==> config.mk <==
export PLATFORM = sky130hd
export DESIGN_NAME = lsu_axi_master
export DESIGN_NICKNAME = d
export VERILOG_FILES = /design/src/rtl/lsu_axi_master.sv
export SDC_FILE = /design/constraint.sdc
export NUM_CORES = 1
export LEC_CHECK = 0
export ABC_AREA = 1
export CORE_MARGIN = 3
export CORE_UTILIZATION = 47
export DETAILED_ROUTE_END_ITERATION = 8
export PLACE_DENSITY = 0.91
export SLEW_MARGIN = 20
export SYNTH_ARGS = -nofsm -noshare
export SYNTH_HDL_FRONTEND = slang
export SYNTH_SLANG_ARGS = --single-unit
==> constraint.sdc <==
create_clock -name AXI_ACLK -period 2.2 [get_ports AXI_ACLK]
set_input_delay 0.33 -clock AXI_ACLK [delete_from_list [all_inputs] [get_ports AXI_ACLK]]
set_output_delay 0.33 -clock AXI_ACLK [all_outputs]
set_load 0.005 [all_outputs]
==> src/rtl/lsu_axi_master.sv <==
// Load/store unit bus master: turns one core load/store request into a single
// AXI4-Lite read or write, handling lane steering, extension and error reporting.
module lsu_axi_master #(
   parameter int AXI_AWIDTH     = 4,
   parameter int AXI_DWIDTH     = 32,
   parameter int TIMEOUT_CYCLES = 256
) (
   input  logic                    AXI_ACLK,
   input  logic                    AXI_ARESETN,
   input  logic                    LSU_REQ,
   input  logic                    LSU_WE,
   input  logic [31:0]             LSU_ADDR,
   input  logic [2:0]              LSU_FUNCT3,
   input  logic [31:0]             LSU_WDATA,
   output logic                    LSU_BUSY,
   output logic                    LSU_DONE,
   output logic                    LSU_ERR,
   output logic [31:0]             LSU_RDATA,
   output logic [AXI_AWIDTH-1:0]   AXI_AWADDR,
   output logic                    AXI_AWVALID,
   input  logic                    AXI_AWREADY,
   output logic [AXI_DWIDTH-1:0]   AXI_WDATA,
   output logic [AXI_DWIDTH/8-1:0] AXI_WSTRB,
   output logic                    AXI_WVALID,
   input  logic                    AXI_WREADY,
   input  logic [1:0]              AXI_BRESP,
   input  logic                    AXI_BVALID,
   output logic                    AXI_BREADY,
   output logic [AXI_AWIDTH-1:0]   AXI_ARADDR,
   output logic                    AXI_ARVALID,
   input  logic                    AXI_ARREADY,
   input  logic [AXI_DWIDTH-1:0]   AXI_RDATA,
   input  logic [1:0]              AXI_RRESP,
   input  logic                    AXI_RVALID,
   output logic                    AXI_RREADY
);

   // Counter only needs to reach TIMEOUT_CYCLES-1; the abort fires on that cycle.
   localparam int CW = (TIMEOUT_CYCLES > 1) ? $clog2(TIMEOUT_CYCLES) : 1;
   localparam logic [CW-1:0] TO_LAST = CW'((TIMEOUT_CYCLES > 0) ? TIMEOUT_CYCLES - 1 : 0);

   typedef enum logic [2:0] {IDLE, CHECK, WRITE, WRESP, READ, FINISH} state_t;

   state_t                  state, state_next;
   logic                    we_q, err_q;
   logic [31:0]             addr_q, sdata_q, rdata_q;
   logic [2:0]              f3_q;
   logic [AXI_AWIDTH-1:0]   axi_addr_q;
   logic [AXI_DWIDTH-1:0]   wdata_q;
   logic [AXI_DWIDTH/8-1:0] wstrb_q;
   logic                    aw_done, w_done, b_done, ar_done;
   logic [CW-1:0]           cnt;

   logic        aw_hs, w_hs, b_hs, ar_hs, r_hs, aw_all, w_all, b_all, timeout_hit;
   logic        legal, misaligned, check_ok;
   logic [31:0] store_data, lane, load_ext;
   logic [3:0]  store_strb;
   logic        unused_addr_bits;

   assign unused_addr_bits = ^addr_q[31:AXI_AWIDTH+2];

   assign aw_hs  = AXI_AWVALID & AXI_AWREADY;
   assign w_hs   = AXI_WVALID & AXI_WREADY;
   assign b_hs   = AXI_BVALID & AXI_BREADY;
   assign ar_hs  = AXI_ARVALID & AXI_ARREADY;
   assign r_hs   = AXI_RVALID & AXI_RREADY;
   assign aw_all = aw_done | aw_hs;
   assign w_all  = w_done | w_hs;
   assign b_all  = b_done | b_hs;
   assign timeout_hit = (TIMEOUT_CYCLES != 0) && (cnt == TO_LAST);

   // Request legality, store lane steering and load extraction from latched request.
   always_comb begin
      legal      = LSU_WE ? 1'b0 : 1'b0;
      legal      = we_q ? (f3_q inside {3'b000, 3'b001, 3'b010})
                        : (f3_q inside {3'b000, 3'b001, 3'b010, 3'b100, 3'b101});
      misaligned = ((f3_q[1:0] == 2'b01) && addr_q[0]) ||
                   ((f3_q == 3'b010) && (addr_q[1:0] != 2'b00));
      check_ok   = legal && !misaligned;
      case (f3_q[1:0])
         2'b00:   begin store_data = {4{sdata_q[7:0]}};  store_strb = 4'b0001 << addr_q[1:0]; end
         2'b01:   begin store_data = {2{sdata_q[15:0]}}; store_strb = 4'b0011 << {addr_q[1], 1'b0}; end
         default: begin store_data = sdata_q;            store_strb = 4'b1111; end
      endcase
      lane = AXI_RDATA >> {addr_q[1:0], 3'b000};
      case (f3_q)
         3'b000:  load_ext = {{24{lane[7]}}, lane[7:0]};
         3'b001:  load_ext = {{16{lane[15]}}, lane[15:0]};
         3'b100:  load_ext = {24'd0, lane[7:0]};
         3'b101:  load_ext = {16'd0, lane[15:0]};
         default: load_ext = lane;
      endcase
   end

   // State register.
   always_ff @(posedge AXI_ACLK or negedge AXI_ARESETN) begin
      if (!AXI_ARESETN) state <= IDLE;
      else              state <= state_next;
   end

   // Next-state decision; a bus wait ends on its handshake or on timeout.
   always_comb begin
      state_next = state;
      case (state)
         IDLE:   if (LSU_REQ) state_next = CHECK;
         CHECK:  state_next = !check_ok ? FINISH : (we_q ? WRITE : READ);
         WRITE:  begin
            if (aw_all && w_all && b_all) state_next = FINISH;
            else if (aw_all && w_all)     state_next = WRESP;
            else if (timeout_hit)         state_next = FINISH;
         end
         WRESP:  if (b_hs || timeout_hit) state_next = FINISH;
         READ:   if (r_hs || timeout_hit) state_next = FINISH;
         FINISH: state_next = IDLE;
         default: state_next = IDLE;
      endcase
   end

   // Outputs decoded from state; VALIDs drop individually once their handshake is recorded.
   always_comb begin
      LSU_BUSY    = (state != IDLE);
      LSU_DONE    = (state == FINISH);
      LSU_ERR     = (state == FINISH) && err_q;
      LSU_RDATA   = rdata_q;
      AXI_AWADDR  = axi_addr_q;
      AXI_ARADDR  = axi_addr_q;
      AXI_WDATA   = wdata_q;
      AXI_WSTRB   = wstrb_q;
      AXI_AWVALID = (state == WRITE) && !aw_done;
      AXI_WVALID  = (state == WRITE) && !w_done;
      AXI_BREADY  = (state == WRITE) || (state == WRESP);
      AXI_ARVALID = (state == READ) && !ar_done;
      AXI_RREADY  = (state == READ);
   end

   // Request capture, handshake bookkeeping, error/result capture and wait counter.
   always_ff @(posedge AXI_ACLK or negedge AXI_ARESETN) begin
      if (!AXI_ARESETN) begin
         we_q <= 1'b0; err_q <= 1'b0; addr_q <= '0; sdata_q <= '0; rdata_q <= '0;
         f3_q <= '0; axi_addr_q <= '0; wdata_q <= '0; wstrb_q <= '0;
         aw_done <= 1'b0; w_done <= 1'b0; b_done <= 1'b0; ar_done <= 1'b0;
         cnt <= '0;
      end else begin
         if (state_next != state) cnt <= '0;
         else if (state == WRITE || state == WRESP || state == READ) cnt <= cnt + 1'b1;
         case (state)
            IDLE: if (LSU_REQ) begin
               we_q <= LSU_WE; addr_q <= LSU_ADDR; f3_q <= LSU_FUNCT3; sdata_q <= LSU_WDATA;
            end
            CHECK: begin
               err_q   <= !check_ok;
               aw_done <= 1'b0; w_done <= 1'b0; b_done <= 1'b0; ar_done <= 1'b0;
               if (check_ok) axi_addr_q <= addr_q[AXI_AWIDTH+1:2];
               if (check_ok && we_q) begin
                  wdata_q <= store_data;
                  wstrb_q <= store_strb;
               end
               // A rejected load still reports a zero result alongside DONE.
               if (!check_ok && !we_q) rdata_q <= '0;
            end
            WRITE: begin
               if (aw_hs) aw_done <= 1'b1;
               if (w_hs)  w_done  <= 1'b1;
               if (b_hs) begin
                  b_done <= 1'b1;
                  err_q  <= (AXI_BRESP != 2'b00);
               end
               if (!(aw_all && w_all) && timeout_hit) err_q <= 1'b1;
            end
            WRESP: begin
               if (b_hs)             err_q <= (AXI_BRESP != 2'b00);
               else if (timeout_hit) err_q <= 1'b1;
            end
            READ: begin
               if (ar_hs) ar_done <= 1'b1;
               if (r_hs) begin
                  err_q   <= (AXI_RRESP != 2'b00);
                  rdata_q <= (AXI_RRESP != 2'b00) ? 32'd0 : load_ext;
               end else if (timeout_hit) begin
                  err_q   <= 1'b1;
                  rdata_q <= '0;
               end
            end
            default: ;
         endcase
      end
   end

endmodule

; Word-level counts from Yosys, hierarchy flattened
; Cells that the tools add are included.
[word_totals]
ff_bits = 130
word_cells = 126
output_inout_bits = 84
[op_classes]
bitwise_logic = 8
eq_ne = 19
shifts = 3
n_mux = 34
add_sub_neg = 1
n_reduce_logical = 46
[op_table]
columns = op, count
row1 = $mux W32, 4
row2 = $pmux W32 S2, 2
row3 = $pmux W32 S4, 1
row4 = $shr A32 B5 Y32, 1
row5 = $mux W3, 8
row6 = $mux W8, 2
row7 = $reduce_and A2 Y1, 8
row8 = $pmux W3 S5, 1
row9 = $eq A3 B3 Y1 const B, 4
row10 = $logic_and A1 B1 Y1, 12
row11 = $reduce_bool A2 Y1, 6
row12 = $mux W1, 10
row13 = $eq A3 B2 Y1 const B, 3
row14 = $add A8 B1 Y8 const B, 1
row15 = $eq A8 B8 Y1 const B, 1
row16 = $ne A2 B2 Y1 const B, 4
row17 = $pmux W1 S2, 4
row18 = $pmux W4 S2, 1
row19 = $logic_not A1 Y1, 7
row20 = $eq A3 B1 Y1 const B, 2
row21 = $logic_not A3 Y1, 2
row22 = $reduce_bool A3 Y1, 2
row23 = $and A1 B1 Y1, 5
row24 = $logic_or A1 B1 Y1, 5
row25 = 13 further kinds, 15

; Longest topological paths before layout
; Gate-level depths: netlist of run 1.
[logic_depth]
depth_word = 10
ltp_mapped = 12
ltp_nobuf = 12

; Worst setup path before layout of run 1
; OpenSTA, ideal clock, no wires.
[synth_path]
path_type = flip-flop to flip-flop
start = reg cnt[0]
end = reg cnt[1]
setup_ns = 0.073
n_path_buf = 0
required_time_ns = 2.127
setup_slack_ns = 0.538
path_stages_with_launch = 13
t_arrival_ns = 1.589
path_cell_list = dfrtp_1 > ha_1 > nand2_1 > nor2_1 > nand2_1 > inv_1 > nor2_1 > nand2_1 > nand3_1 > nand2_2 > a21oi_4 > nand2_2 > a21oi_2
[synth_via]
elab_chain_cells = 7
elab_cells_between_ends = 14
[synth_lines]
columns = element, line
row1 = start: declaration, 52  ; logic [CW-1:0] cnt;
row2 = start signal: assignment, 145  ; else if (state == WRITE || state == WRESP || state == READ) cnt <= cnt + 1'b1;
row3 = $eq A8 B8 Y1 *, 70  ; assign timeout_hit = (TIMEOUT_CYCLES != 0) && (cnt == TO_LAST);
row4 = $mux W3, 110  ; else if (timeout_hit) state_next = FINISH;
row5 = $mux W3, 109  ; else if (aw_all && w_all) state_next = WRESP;
row6 = $mux W3, 108  ; if (aw_all && w_all && b_all) state_next = FINISH;
row7 = $pmux W3 S5 *, 104  ; case (state)
row8 = via state_next[2], 44  ; state_t state, state_next;
row9 = $ne A3 B3 Y1 *, 144  ; if (state_next != state) cnt <= '0;
row10 = $mux W8 or $reduce_bool A2 Y1 (tied branches), -
; Mark *: on every way through the listed nets, which the timed path passes. The rest lies on a longest branch. The select of a mux whose other input is x is not followed.
; A chain may end at the register's enable or synchronous reset.

; Final worst setup path of run 1
[layout_path]
start = reg state[0]
end = out AXI_WVALID
[layout_via]
elab_chain_cells = 2
[layout_lines]
columns = element, line
row1 = start: declaration, 44
row2 = start signal: assignment, 98  ; else state <= state_next;
row3 = $eq A3 B2 Y1, 130  ; AXI_WVALID = (state == WRITE) && !w_done;
row4 = $logic_and A1 B1 Y1, 130
row5 = end: declaration, 24  ; output logic AXI_WVALID,
; No other way between the ends.

==> reports/results.ini, run 1 <==
[drt]
routed_wl_um = 17700
antenna_left = 0
post_drt_wl_per_cell_um = 16.5
vias = 5883
avgViaCountPerCell = 5.47
drtPass1Iterations = 5
drt-initial-drc-count = 587
drcViolationCount = 0

[layout]
stdcell_area_mm2 = 0.00885
final_cells = 1076
fillers = 943
regArea_mm2 = 0.00326
final_util_pct = 69.0
drive_above_1_share_pct = 12.1
final_nets = 1004
multi_input_area_mm2 = 0.00253
diodes = 0
area_growth_pct = 41.6

[global_routing]
antenna_found_initial = 0
track_usage_pct = 24.9
grt_max_degree = 80
grt_pass1_vias = 5925
grt_remaining_overflow = 0
grt_pass1_wl_um = 28600

[critical_path]
cp_top_family = buffers and inverters
worstPathArrival_ns = 1.82
reg2reg_to = cnt[1]
slowest_stage = clkdlybuf4s50_1
max_stage_delay_ns = 0.52
worst-path-max-fanout = 6
critPathKind = flop to output pin
critPathCaptureType = output pin
timing.rr.start = cnt[0]
crit_chain = inv_1 -> nand3_4 -> nor2_1 -> clkdlybuf4s50_1
startpoint_type = flop
critical_path_buf_inv_count = 2
cp_data_required_time_ns = 1.87
rr_worst_depth = 11
rrSetupSlack_ns = 0.23

[logic_synthesis]
postSynthAreaPerCell_um2 = 8.64
syn_inst = 724
ys_warn_count = 0
synth_edf_count = 0
netlist.top_cell.by_area = dfrtp_1
synth_fp_nets = 837
ys_async_sr_fraction_pct = 100
synth_top_area_share_pct = 52.0
synth_area_mm2 = 0.00625
synth-seq-cells = 130
synth.yosys.seq_area_share_pct = 52.0
ys_types = 38
synthFlopType = dfrtp_1
ys_top_cells_by_area = dfrtp_1 52%, nand2_1 8.4%, inv_1 4.9%, a21oi_1 4.8%, o21ai_0 4.5%

[floorplanning]
ios = 196
initial_core_util_pct = 48.8
coreArea_mm2 = 0.0128
die-area_mm2 = 0.0147
die_w_um = 121
placement_rows = 41
die_h_um = 121

[clock_tree]
cts_tree = built
cts_root_buf = clkbuf_16
clk_pin_slew_ns = 0.06
cts_buffers = 17
cts_max_level = 4
cts.path.max_buffers = 2
clkLatencyLatePin_ns = 0.42
clock-sinks = 130

[run_status]
status = finished, final reports clean

[power_and_ir_drop]
finalPower_mw = 12.3
p_leak_nw = 4.03
cellPowerDensity_mw_per_mm2 = 1390
ir_worst_vdd_mv = 0.761

[sta]
fmax_mhz = 464
fin_setup_tns_ns = 0
min_period_ns = 2.15
tightest_slew_ns = 0.431
final_hold_viol_count = 0
slew_viol_final = 0
max_slew_margin_pct = 71.3
finalSetupViolations = 0
fin_skew_ns = 0.00751
rsz0062_at_grt = true
fin_crit_sh_pct = 97.9

[place]
hpwlAfterDp_um = 12100
place_inst = 1042
port_buffers = 169
placed_area_mm2 = 0.00813
place_congestion = 0.922

[hold_path]
hold_path.class = input pin to asynchronous set/reset pin

[run]
maxCapViolCount = 0

## cell families after synthesis
logic type	share of synthesized area, %
buffers and inverters	8.33
AO/OA/AOI/OAI	18.2
AND/OR/NAND/NOR	17.1
multiplexers	3.24
XOR/XNOR	0.840
flip-flops	52.0
adder cells (fa/ha/maj)	0.200
## cells in the final DEF (no fill, tap or decap), types with 7 or more instances in the layout
cell / count
o21ai_0: 56
o22ai_1: 7
buf_4: 13
dfrtp_1: 127
o22ai_2: 10
nand3_1: 22
clkbuf_16: 17
nand4_1: 9
inv_1: 81
nand2_1: 140
nor2_1: 62
a21oi_1: 60
a221oi_1: 7
mux2_2: 18
o21ai_1: 26
clkdlybuf4s50_1: 168
a22oi_1: 9
## layout make-up
class | instances | area share, %
clock inverter | 10 | 2.02
inverter | 89 | 3.83
timing repair buffer | 186 | 21.0
multi-input combinational | 467 | 28.5
tap | 172 | 2.43
clock buffer | 22 | 5.36
sequential | 130 | 36.8
## synthesized netlist by cell type, types with 6 or more instances
library cell / instances
a21oi_1: 60
a221oi_1: 7
a22oi_1: 9
buf_2: 14
clkbuf_1: 17
dfrtp_1: 130
inv_1: 81
inv_2: 8
mux2_2: 18
nand2_1: 140
nand3_1: 23
nand4_1: 9
nor2_1: 63
o21ai_0: 56
o21ai_1: 26
o22ai_1: 7
o22ai_2: 10
xor2_1: 6
## registers in the layout, summed over array words and instances, names as in the netlist, 3 cells and up
| name | cells |
|---|---|
| addr_q | 6 |
| AXI_WDATA | 32 |
| f3_q | 3 |
| AXI_WSTRB | 4 |
| LSU_RDATA | 32 |
| AXI_ARADDR | 4 |
| state | 3 |
| sdata_q | 32 |
| cnt | 8 |
## power by group
group	leakage (nW)	switching [mW]	total, mW	internal [mW]
Sequential	1.63	0.663	4.02	3.36
Combinational	2.08	2.76	5.20	2.44
Clock	0.324	1.01	3.10	2.09
Total	4.03	4.43	12.3	7.89
## how the worst max path moves through the flow
stage              from            end  slack, ns  cells after the start
6_report       state[0]     AXI_WVALID       0.05                      4
5_1_grt        state[1]        LSU_ERR      -0.05                      4
4_1_cts        state[2]    AXI_AWVALID     -0.006                      4
3_5_place_dp     cnt[0]  LSU_RDATA[14]       0.12                      7
3_3_place_gp     cnt[0]  LSU_RDATA[18]       0.20                      7
2_1_floorplan    cnt[0]         cnt[1]       0.54                     12
## layer usage
layer / up-vias / part of all wire (%) / global-route usage, %
met5: - / 0 / 0
met4: 0 / 2.6 / 8.54
met3: 42 / 11 / 8.62
met2: 350 / 48 / 41.2
met1: 2770 / 39 / 30.2
li1: 2721 / - / -
## what timing repair did
| action | 4_1_cts | 5_1_grt |
|---|---|---|
| pin swaps | 0 | 1 |
| gates resized for setup | 4 | 8 |
| setup buffers | 0 | 1 |
| hold buffers | 1 | 0 |
| endpoints found under the setup margin | 4 | 38 |
| hold endpoints to repair | 27 | 0 |
## through the flow
| stage | hold WS [ns] | worst slack (ns) |
|---|---|---|
| 2_1_floorplan | 0.0344 | 0.538 |
| 3_3_place_gp | 0.218 | 0.196 |
| 5_1_grt | 0.376 | -0.0480 |
| 4_1_cts | 0.357 | -0.00635 |
| 6_report | 0.348 | 0.0456 |
| 3_5_place_dp | 0.222 | 0.117 |
Power figures use the tool's default switching activity.
==> run 2: changes to the inputs <==
--- a/config.mk
+++ b/config.mk
@@ -9,6 +9,7 @@
 export CORE_MARGIN = 3
 export CORE_UTILIZATION = 47
 export DETAILED_ROUTE_END_ITERATION = 8
+export GPL_ROUTABILITY_DRIVEN = 0
 export PLACE_DENSITY = 0.91
 export SLEW_MARGIN = 20
 export SYNTH_ARGS = -nofsm -noshare
==> results of run 2 <==
The final DEF is identical to that of run 1; final timing and power are the same.
==> RTL change 1, RTL diff (config.mk and constraints of run 1) <==
The parameter `TIMEOUT_CYCLES` goes from 256 to 512.
--- a/src/rtl/lsu_axi_master.sv
+++ b/src/rtl/lsu_axi_master.sv
@@ -5,3 +5,3 @@
    parameter int AXI_DWIDTH     = 32,
-   parameter int TIMEOUT_CYCLES = 256
+   parameter int TIMEOUT_CYCLES = 512
 ) (
Function: same outputs for any inputs over 4 cycles, from zero or initial values and one cycle with AXI_ARESETN low; that may be too few to reach the edited logic, so the function may still have changed.
==> RTL change 1 against run 1 <==
  * Sequential share of layout area grew 0.69 points
  * Wire length shrank 0.49%
  * Synthesized area shrank 1.2%
  * Total power shrank 3.2%
  * Cell area shrank 1.0%
  * Sequential cell count grew 1
  * Non-clock buffer count grew 5
  * Critical endpoint is now AXI_AWVALID
  * First-iteration DRC count grew 39%
  * Worst setup slack gained 0.036 ns
==> RTL change 1: results (changes against run 1) <==
Synthesized Nets: 832 (-0.60%)
Int Power: 7610 uW (-3.6%)
worst-path fanout max: 8 (+2)
TritonRoute pass-1 iters: 6 (+1)
GRT met2 Usage: 0.420 (+0.00740)
r2r startpoint: addr_q[0]
share of layout cells above drive strength 1: 0.123 (+0.00221)
Fmax: 0.472 GHz (+1.7%)
NumNets Final: 1005 (+0.10%)
DP HPWL: 12100 um (+0.61%)
first-pass GRT wire length: 28100 um (-1.6%)
mux share of post-synthesis cell area: 0.0361 (+0.00363)
M1 WL: 6780 um (-1.4%)
Total Routing Usage GR: 0.245 (-0.00344)
status: completed
Layout fillers: 954 (+1.2%)
vias in the first global route: 5771 (-2.6%)
XOR/XNOR Fraction of Synth Area: 0.00993 (+0.00152)
Iteration-0 DRC Markers: 814 (+39%)
arrival time at the worst endpoint: 1.79 ns (-0.03 ns)
pin count of the biggest net entering global routing: 67 (-16%)
P_leak: 0.00393 uW (-2.6%)
Synth top cells by count: nand2_1, dfrtp_1, inv_1, nor2_1, o21ai_0
Compound-Gate Fraction of Synth Area: 0.165 (-0.0168)
Setup crit end: AXI_AWVALID
met2 wire length: 8890 um (+4.3%)
Vias/cell: 5.30 (-3.1%)
met3 wire length: 1470 um (-21%)
GRT met3 Usage: 0.0748 (-0.0114)
GPL Wtd Cong: 0.890 (-3.5%)
r2r setup slk: 0.09 ns (-0.14 ns)
worst reg2reg path endpoint: LSU_RDATA[14]
CTS-repair resized insts: 6 (+2)
GR Layer Usage met1: 0.288 (-0.0139)
Slew HR: 0.637 (-0.0761)
Layout Utilization: 0.688 (-0.00171)
[RTL change 1: cell count changes in the layout (fill, tap and decap cells not counted), moves of 6 or more]
cell and delta:
a21oi_1 -7, clkinvlp_4 +8, inv_1 -6, nand2_1 +11, nand3_1 -10, o22ai_1 +10, o22ai_2 -10
[RTL change 1: cell type report]
| class | instances | area share |
|---|---|---|
| tap | 172 | 0.0246 |
| multi-input combinational | 463 | 0.277 |
| timing repair buffer | 191 | 0.217 |
| clock buffer | 19 | 0.0506 |
| sequential | 131 | 0.375 |
| inverter | 87 | 0.0384 |
| clock inverter | 13 | 0.0181 |
[RTL change 1: power groups by stage]
stage	Combinational (uW)	Clock (uW)	Sequential, uW
floorplan	2740	0	3910
global placement	4780	0	3970
detailed placement	4920	0	4010
CTS	4990	2880	4010
global route	5630	2990	4120
finish	5060	2860	4010
==> RTL change 2, RTL diff (settings of run 1) <==
Made on the original files. Encoding of `state_t`: now one-hot (6 bits for 6 states).
--- a/src/rtl/lsu_axi_master.sv
+++ b/src/rtl/lsu_axi_master.sv
@@ -41,3 +41,3 @@
 
-   typedef enum logic [2:0] {IDLE, CHECK, WRITE, WRESP, READ, FINISH} state_t;
+   typedef enum logic [5:0] {IDLE = 6'b000001, CHECK = 6'b000010, WRITE = 6'b000100, WRESP = 6'b001000, READ = 6'b010000, FINISH = 6'b100000} state_t;
 
Formal check against the unedited RTL: same outputs for any inputs over 4 cycles, from zero or initial values and one cycle with AXI_ARESETN low; so few cycles prove little.
==> RTL change 2 against run 1 <==
  * Synthesized area grew 0.92%
  * Non-clock buffer count grew 10
  * Clock skew is essentially flat
  * Worst setup slack lost 0.033 ns
  * Total power shrank 9.7%
  * Cell area grew 0.47%
  * Wire length grew 2.8%
  * Register-to-register slack lost 0.08 ns
  * Sequential cell count grew 3
  * Via count grew 0.71%
  * Clock power shrank 13%
  * Critical path type unchanged
  * Highest routed layer unchanged
==> RTL change 2: results (changes against run 1) <==
share of layout cells above drive strength 1: 0.106 (-0.0145)
Total Routing Usage GR: 0.247 (-0.00201)
clock-pin slew on the worst setup and hold paths: 0.06 ns (about the same)
wire length per cell: 16.5 um (+0.10%)
Synthesized Nets: 859 (+2.6%)
n_diodes: 0 (unchanged)
first-pass GRT wire length: 28700 um (+0.24%)
Synth Flop Type: dfrtp_1
XOR/XNOR Fraction of Synth Area: 0.00972 (+0.00131)
initial antenna violation count: 0 (unchanged)
syn avg cell area: 8.46 sq um (-2.1%)
GPL Wtd Cong: 0.924 (+0.16%)
pre-CTS WS: -0.0380 ns (-0.155 ns)
Vias/cell: 5.36 (-1.9%)
DP HPWL: 12400 um (+2.6%)
clk_skew: 0.00800 ns (+0.000486 ns)
DR vias: 5925 (+0.71%)
worst-path fanout max: 5 (-1)
vias in the first global route: 5742 (-3.1%)
dpl cell area: 8180 sq um (+0.65%)
Synth area leaders: dfrtp_1, nand2_1, o21ai_0
P_leak: 0.00405 uW (+0.39%)
grt total ovfl: 0 (unchanged)
Slew @ Worst Pin: 0.555 ns (+0.124 ns)
Ys Warns: 0 (unchanged)
hold crit path type: primary input to async pin
mux share of post-synthesis cell area: 0.00159 (-0.0308)
arrival time at the worst endpoint: 1.86 ns (+0.04 ns)
peak supply drop: 0.755 mV (-0.71%)
status: completed
pin count of the biggest net entering global routing: 69 (-14%)
NumNets Final: 1034 (+3.0%)
Adder-Cell Fraction of Synth Area: 0.00198 (-0.0000183)
Clock Root Buffer: clkbuf_16
Distinct cells, synth: 40 (+5.3%)
Iteration-0 DRC Markers: 590 (+0.51%)
Max Slew Vio Count: 0 (unchanged)
Compound-Gate Fraction of Synth Area: 0.181 (-0.00166)
Skew-Pair Late Insertion Delay: 0.42 ns (about the same)
Post-Place Cells: 1063 (+2.0%)
Layout fillers: 983 (+4.2%)
H-tree depth: 4 (unchanged)
Synth top cells by count: nand2_1, dfrtp_1, o21ai_0, inv_1, nor2_1
register area share after synthesis: 0.528 (+0.00735)
-- RTL change 2: cell count changes in the layout (fill, tap and decap cells not counted), moves of 18 or more --
cell,run 1,this run
a21oi_1,60,22
inv_1,81,56
mux2_2,18,0
nand2_1,140,211
o21ai_0,56,96
-- RTL change 2: routing by layer --
layer / routed length (um) / track usage / share of wire
met5: 0 / 0 / 0
met4: 562 / 0.102 / 0.031
met3: 1690 / 0.0771 / 0.093
met2: 8630 / 0.395 / 0.47
met1: 7330 / 0.311 / 0.40
-- RTL change 2: repair_timing --
item	in CTS	in global routing
setup buffers	2	8
hold endpoints to repair	56	0
resized for setup	11	8
pin swaps	4	5
setup endpoints to repair	32	35
hold buffers	1	0
-- RTL change 2: worst max-delay path, stage by stage, from the launching register on --
cell             delay, ns
dfrtp_1               0.41
nor2_4                0.22
nand3_2               0.18
nor2_1                0.13
clkdlybuf4s50_1       0.50
-- RTL change 2: area by class of cell --
class                      count  area (sq um)  share of cell area
sequential                   133          3330               0.375
multi-input combinational    511          2580               0.290
timing repair buffer         196          1950               0.220
clock buffer                  20           467              0.0525
inverter                      62           243              0.0273
tap                          172           215              0.0242
clock inverter                11           104              0.0117
-- RTL change 2: worst paths after layout --
check	from	slack, ns	cells past startpoint	to
max in group asynchronous	AXI_ARESETN	1.09	3	state[0]
setup reg to reg	addr_q[1]	0.15	10	AXI_WDATA[6]
setup / recovery	state[1]	0.01	4	AXI_AWVALID
min in group AXI_ACLK	LSU_WDATA[26]	0.45	3	sdata_q[26]
hold / removal	AXI_ARESETN	0.44	2	sdata_q[12]
hold reg to reg	sdata_q[20]	0.47	2	sdata_q[20]
-- RTL change 2: power breakdown --
part	switching, uW	internal (uW)	leakage [uW]
logic	2500	2020	0.00205
registers	616	3290	0.00174
clock network	1070	1640	0.000266
total	4190	6940	0.00405
